--- src/rtl/aespim_rkey_store_if.sv ---
// -----------------------------------------------------------------------------
// aespim_rkey_store_if
// Bus bundle between the key-expansion/cipher side (master) and the AES
// round-key store (slave). Signal suffixes are from the store's viewpoint:
//   clear_i     synchronous clear of the store
//   wr_valid_i  key-expansion word valid
//   wr_data_i   key-expansion word w[k], in generation order
//   wr_ready_o  store can accept a word
//   full_o      all round keys stored
//   rd_req_i    round-key read request
//   rd_round_i  requested round index
//   rd_valid_o  rd_key_o holds the requested key (one-cycle pulse)
//   rd_key_o    round key, lane 0 in the most significant word
//   err_o       one-cycle error pulse
// -----------------------------------------------------------------------------
interface aespim_rkey_store_if #(
    parameter int WORD_W = 32
);
    logic                  clear_i;
    logic                  wr_valid_i;
    logic [WORD_W-1:0]     wr_data_i;
    logic                  wr_ready_o;
    logic                  full_o;
    logic                  rd_req_i;
    logic [3:0]            rd_round_i;
    logic                  rd_valid_o;
    logic [4*WORD_W-1:0]   rd_key_o;
    logic                  err_o;

    modport master (
        output clear_i, wr_valid_i, wr_data_i, rd_req_i, rd_round_i,
        input  wr_ready_o, full_o, rd_valid_o, rd_key_o, err_o
    );

    modport slave (
        input  clear_i, wr_valid_i, wr_data_i, rd_req_i, rd_round_i,
        output wr_ready_o, full_o, rd_valid_o, rd_key_o, err_o
    );
endinterface

--- src/rtl/aespim_rkey_store.sv ---
// -----------------------------------------------------------------------------
// aespim_rkey_store
// Stores the 4*(NUM_ROUNDS+1) words produced by AES key expansion and serves
// whole round keys (four words) to the cipher datapath with one-cycle latency.
// Ports:
//   clk_i   single clock, rising edge
//   rst_ni  asynchronous active-low reset (wipes all stored key material)
//   bus     aespim_rkey_store_if.slave: write stream, read request, status
// -----------------------------------------------------------------------------
module aespim_rkey_store #(
    parameter int NUM_ROUNDS = 10,
    parameter int WORD_W     = 32
) (
    input  logic                      clk_i,
    input  logic                      rst_ni,
    aespim_rkey_store_if.slave        bus
);
    localparam int         NUM_WORDS   = 4 * (NUM_ROUNDS + 1);
    localparam logic [5:0] NUM_WORDS_C = 6'(NUM_WORDS);
    localparam logic [3:0] MAX_ROUND_C = 4'(NUM_ROUNDS);

    typedef enum logic [1:0] {
        EMPTY,
        FILL,
        FULL
    } state_e;

    state_e                state_q;
    logic [5:0]            count_q;
    logic [WORD_W-1:0]     mem_q [NUM_WORDS];
    logic                  full_q;
    logic                  rd_valid_q;
    logic                  err_q;
    logic [4*WORD_W-1:0]   rd_key_q;
    logic [4*WORD_W-1:0]   rd_key_d;

    logic                  wr_acc;
    logic                  wr_drop;
    logic                  wr_last;
    logic                  rd_legal;
    logic [6:0]            rd_need;
    logic [5:0]            rd_base;

    assign bus.wr_ready_o = (state_q != FULL);
    assign bus.full_o     = full_q;
    assign bus.rd_valid_o = rd_valid_q;
    assign bus.rd_key_o   = rd_key_q;
    assign bus.err_o      = err_q;

    assign wr_acc  = bus.wr_valid_i && (state_q != FULL);
    assign wr_drop = bus.wr_valid_i && (state_q == FULL);
    assign wr_last = (count_q == (NUM_WORDS_C - 6'd1));

    // A round is readable only once all four of its words were stored on an
    // earlier edge; count_q is the pre-write value, so a write completing the
    // round in this same cycle does not make the read legal.
    assign rd_need  = {1'b0, bus.rd_round_i, 2'b00} + 7'd4;
    assign rd_legal = (bus.rd_round_i <= MAX_ROUND_C) && (rd_need <= {1'b0, count_q});
    // Base index forced to 0 for illegal rounds so the array read stays in range.
    assign rd_base  = rd_legal ? {bus.rd_round_i, 2'b00} : 6'd0;

    always_comb begin
        rd_key_d = '0;
        for (int l = 0; l < 4; l++) begin
            rd_key_d[(3-l)*WORD_W +: WORD_W] = mem_q[rd_base + 6'(l)];
        end
    end

    always_ff @(posedge clk_i or negedge rst_ni) begin
        if (!rst_ni) begin
            state_q    <= EMPTY;
            count_q    <= '0;
            full_q     <= 1'b0;
            rd_valid_q <= 1'b0;
            err_q      <= 1'b0;
            rd_key_q   <= '0;
            for (int i = 0; i < NUM_WORDS; i++) begin
                mem_q[i] <= '0;
            end
        end else if (bus.clear_i) begin
            // Clear wins over any same-cycle write or read and wipes the keys.
            state_q    <= EMPTY;
            count_q    <= '0;
            full_q     <= 1'b0;
            rd_valid_q <= 1'b0;
            err_q      <= 1'b0;
            rd_key_q   <= '0;
            for (int i = 0; i < NUM_WORDS; i++) begin
                mem_q[i] <= '0;
            end
        end else begin
            rd_valid_q <= bus.rd_req_i && rd_legal;
            // Dropped write and illegal read in one cycle merge into one pulse.
            err_q      <= wr_drop || (bus.rd_req_i && !rd_legal);
            if (bus.rd_req_i && rd_legal) begin
                rd_key_q <= rd_key_d;
            end
            if (wr_acc) begin
                mem_q[count_q] <= bus.wr_data_i;
                count_q        <= count_q + 6'd1;
                if (wr_last) begin
                    state_q <= FULL;
                    full_q  <= 1'b1;
                end else begin
                    state_q <= FILL;
                end
            end
        end
    end
endmodule

--- src/flat_wrapper.sv ---
// flat-port wrapper written by rule: the top's interface ports become plain ports
module aespim_rkey_store_flat 
#(
    parameter int NUM_ROUNDS = 10,
    parameter int WORD_W     = 32
)
  (clk_i, rst_ni, bus_clear_i, bus_wr_valid_i, bus_wr_data_i, bus_rd_req_i, bus_rd_round_i, bus_wr_ready_o, bus_full_o, bus_rd_valid_o, bus_rd_key_o, bus_err_o);
  aespim_rkey_store_if #(.WORD_W(WORD_W)) bus_i ();
  input  logic clk_i;
  input  logic rst_ni;
  input wire logic [$bits(bus_i.clear_i)-1:0] bus_clear_i;
  input wire logic [$bits(bus_i.wr_valid_i)-1:0] bus_wr_valid_i;
  input wire logic [$bits(bus_i.wr_data_i)-1:0] bus_wr_data_i;
  input wire logic [$bits(bus_i.rd_req_i)-1:0] bus_rd_req_i;
  input wire logic [$bits(bus_i.rd_round_i)-1:0] bus_rd_round_i;
  output wire logic [$bits(bus_i.wr_ready_o)-1:0] bus_wr_ready_o;
  output wire logic [$bits(bus_i.full_o)-1:0] bus_full_o;
  output wire logic [$bits(bus_i.rd_valid_o)-1:0] bus_rd_valid_o;
  output wire logic [$bits(bus_i.rd_key_o)-1:0] bus_rd_key_o;
  output wire logic [$bits(bus_i.err_o)-1:0] bus_err_o;
  assign bus_i.clear_i = bus_clear_i;
  assign bus_i.wr_valid_i = bus_wr_valid_i;
  assign bus_i.wr_data_i = bus_wr_data_i;
  assign bus_i.rd_req_i = bus_rd_req_i;
  assign bus_i.rd_round_i = bus_rd_round_i;
  assign bus_wr_ready_o = bus_i.wr_ready_o;
  assign bus_full_o = bus_i.full_o;
  assign bus_rd_valid_o = bus_i.rd_valid_o;
  assign bus_rd_key_o = bus_i.rd_key_o;
  assign bus_err_o = bus_i.err_o;
  aespim_rkey_store #(.NUM_ROUNDS(NUM_ROUNDS), .WORD_W(WORD_W)) u_core (.clk_i(clk_i), .rst_ni(rst_ni), .bus(bus_i));
endmodule
--- config.mk ---
export PLATFORM = sky130hd
export DESIGN_NAME = aespim_rkey_store_flat
export DESIGN_NICKNAME = d
export VERILOG_FILES = /design/src/rtl/aespim_rkey_store_if.sv /design/src/rtl/aespim_rkey_store.sv /design/src/flat_wrapper.sv
export SDC_FILE = /design/constraint.sdc
export NUM_CORES = 2
export LEC_CHECK = 0
export CAP_MARGIN = 20
export CORE_ASPECT_RATIO = 0.5
export CORE_MARGIN = 2
export CORE_UTILIZATION = 45
export CTS_BUF_LIST = sky130_fd_sc_hd__clkbuf_4 sky130_fd_sc_hd__clkbuf_8 sky130_fd_sc_hd__clkbuf_16
export DETAILED_ROUTE_END_ITERATION = 10
export HOLD_SLACK_MARGIN = 0.05
export PLACE_DENSITY = 0.68
export SYNTH_ARGS = -nofsm -noshare
export SYNTH_HDL_FRONTEND = slang
export SYNTH_SLANG_ARGS = --single-unit
--- constraint.sdc ---
create_clock -name clk_i -period 3.6 [get_ports clk_i]
set_input_delay 0.9 -clock clk_i [delete_from_list [all_inputs] [get_ports clk_i]]
set_output_delay 0.9 -clock clk_i [all_outputs]
set_load 0.03 [all_outputs]
==> summary.txt <==
Run status
  – Status: finished clean

Routing
  – Pre-antenna DRT Iters: 6
  – Detailed Route WL: 253000 µm
  – DR DRC count: 0
  – Vias: 62700
  – Avg Vias per Cell: 6.10
  – Detail Route Antenna Nets: 0
  – WL per Instance: 24.6 µm
  – Starting DRT DRC Count: 8410

CTS
  – CTS tree: yes
  – Worst skew pair latency: 810 ps
  – Root Buffer Master: clkbuf_16
  – H-tree levels: 4
  – Clk sink count: 1547
  – Clk slew on worst S/H paths: 70 ps
  – Max Root-Sink Buffers: 3
  – CTS buffer count: 147

Timing
  – RSZ-0062 raised after global routing: false
  – Setup slack after layout: 69.1 ps
  – Fmax: 283 MHz
  – # setup viols final: 0
  – Worst Max-Slew Pin Slew: 1160 ps
  – Worst rel slew slack: 22.7%
  – Final hold viol count: 0
  – WHS: 436 ps
  – Final clock skew: 33.4 ps
  – Tmin final: 3530 ps
  – Final slew viol count: 0
  – Final Cycle Share: 98.1%

Floorplan
  – Initial Util: 45.4%
  – # IOs: 173
  – Row cnt: 103
  – Core ar.: 158000 µm²
  – Die ar.: 163000 µm²
  – Die Width: 568 µm
  – Die Y: 286 µm

Worst setup path
  – Worst-path maximum fanout: 10
  – Crit path cell chain: clkdlybuf4s50_1 -> buf_4 -> xor2_1 -> ha_1 -> and3_4 -> o21a_1 -> a2111o_2 -> or2_4 -> buf_4 -> buf_12 -> o221ai_1 -> a22oi_1 -> a22o_1
  – Worst setup SP type: input port
  – Crit path required time: 4290 ps
  – CP max-delay cell: clkdlybuf4s50_1
  – Worst Path Arrival: 4220 ps
  – Max incr delay on CP: 610 ps
  – CP Capture Type: flip-flop
  – Worst path most repeated cell: buf_4
  – CP Class: in -> reg

Synthesis
  – Yosys warnings: 0
  – Synth Flop Type: dfrtp_1
  – Synth Instances: 8201
  – Synth area leaders: dfrtp_1 (54%), nand2_1 (16%), a21oi_1 (11%)
  – Post-synth top area share: 54.0%
  – Mapped Area: 71600 µm²
  – Ys async rst share: 100%
  – Register area share after synthesis: 54.0%
  – Number of synthesized flops with an enable pin: 0
  – Mean Syn Cell Area: 8.73 µm²
  – Syn nets: 8250
  – #FFs+latches synth: 1547
  – Area leader, netlist: dfrtp_1
  – Post-synthesis cell type count: 54

Final layout
  – Nets: 8112
  – Layout cell share with drive strength beyond 1: 9.80%
  – Post-layout util: 52.5%
  – Layout filler cell count: 14200
  – Final Non-Filler Cells: 10300
  – P&R area growth vs syn: 15.7%

Placement
  – IO Port Bufs: 172
  – DP HPWL: 148000 µm
  – Pre-CTS WS: -685 ps
  – GPL Wtd Cong: 0.886
  – Dpl cells: 10000

Global route
  – Tot GR Track Use: 30.7%
  – Initial antenna violation count: 9
  – Largest net degree at the start of global routing: 202
  – Vias in the first global route: 61400
  – Global-route wire length before repair: 385000 µm
  – Total gr overflow: 0

Power and ir drop
  – Pwr/cell area: 453 nW/µm²
  – Worst vdd ir: 0.494 mV
  – P_leak: 34.6 nW

Hold path
  – Hold Crit Class: in -> reg

Run
  – Max-Cap Viols: 0
## cells in the final DEF, fill, tap and decap left out, types with 126 or more instances in the layout
cell / instances
clkdlybuf4s50_1: 137
buf_12: 180
nand2_1: 3083
a21oi_1: 1524
clkbuf_16: 151
a22oi_1: 128
a22o_1: 126
o22ai_1: 126
buf_4: 172
o221ai_1: 161
mux2i_1: 400
dfrtp_1: 1547
## stage by stage
stage                     total power, mW  area, µm²  setup TNS [ps]
after CTS                            37.6      82800               0
after detailed placement             21.9      77900          -74180
after global routing                 38.6      82800               0
after floorplan                      20.0      72000          -21650
after global placement               21.9      77900          -71530
final                                37.6      82800               0
## report_power, final
part | leakage (nW) | internal [mW] | switching, mW
Clock | 2.43 | 8.82 | 7.05
Combinational | 10.6 | 1.34 | 2.67
Sequential | 21.6 | 17.5 | 0.165
## cells in the mapped netlist (2+ instances only)
library cell / count
or3_1: 4
nor2_1: 86
nand3_1: 26
and2_1: 4
o221ai_2: 55
buf_6: 12
o21ai_1: 2
mux2_2: 2
nor2b_1: 3
xnor2_1: 5
a22o_1: 126
o221ai_1: 197
buf_4: 4
o31ai_1: 2
mux2i_1: 400
a32o_1: 2
clkbuf_1: 720
o21a_1: 2
nand2b_1: 2
nand2_1: 3084
o22ai_1: 126
o21ai_0: 4
nor3_1: 11
dfrtp_1: 1547
inv_1: 11
a21oi_1: 1526
a22oi_1: 128
buf_1: 37
buf_2: 41
ha_1: 8
## path summary, 6_finish.rpt
check,from,to,slack [ps],cells past startpoint
setup / recovery,bus_rd_round_i[2],u_core.bus.rd_key_o[22],70,13
hold / removal,bus_clear_i,u_core.mem_q[546],440,2
setup reg to reg,u_core.count_q[4],u_core.bus.rd_key_o[22],270,11
hold reg to reg,u_core.bus.full_o,u_core.bus.full_o,510,2
max in group asynchronous,rst_ni,u_core.mem_q[1025],1770,4
min in group asynchronous,rst_ni,u_core.mem_q[964],680,2
## area by class of cell
cell class / count / area [µm²] / area share (%)
sequential: 1547 / 38700 / 46.7
multi-input combinational: 5828 / 30100 / 36.3
timing repair buffer: 527 / 6530 / 7.88
clock buffer: 220 / 4500 / 5.44
tap: 2100 / 2630 / 3.17
clock inverter: 39 / 333 / 0.402
inverter: 12 / 45.0 / 0.0544
antenna: 2 / 5.00 / 0.00604
## timing repair
action	4_1_cts	5_1_grt
setup endpoints to repair	0	4
setup buffers	0	0
endpoints found under the hold margin	24	0
resized for setup	0	2
hold buffers	1	0
## cell families (layout without fill, tap and decap cells)
kind of cell,after synthesis,after routing,share of synthesized area (%)
AND/OR/NAND/NOR,3230,3230,17.1
AO/OA/AOI/OAI,2182,2182,18.5
flip-flops,1547,1547,54.0
buffers and inverters,826,798,4.55
multiplexers,402,402,5.62
adder cells (fa/ha/maj),8,8,0.140
XOR/XNOR,6,6,0.0734
other,0,2,0
## sequential cells by signal, indices dropped and copies added (netlist names)
register,cells
u_core.mem_q,1408
u_core.bus.rd_key_o,128
u_core.count_q,6
u_core.state_q,2
u_core.bus.err_o,1
u_core.bus.full_o,1
u_core.bus.rd_valid_o,1
## metal layers
metal	vias to the layer above	global-route usage, %	routed length [µm]
li1	27400	-	-
met1	31300	42.3	103000
met2	3377	46.6	112000
met3	592	6.17	25000
met4	2	15.2	12800
met5	-	0	12
## worst max-delay path: cells and delay by family
kind                       cells  cell delay (ps)
xor gates and xnor gates       1              180
AOI/OAI and AO/OA              5             1080
buffers and inverters          4             1250
adders and majority gates      1              270
and+or+nand+nor                2              520
(Power assumes the default switching activity.)
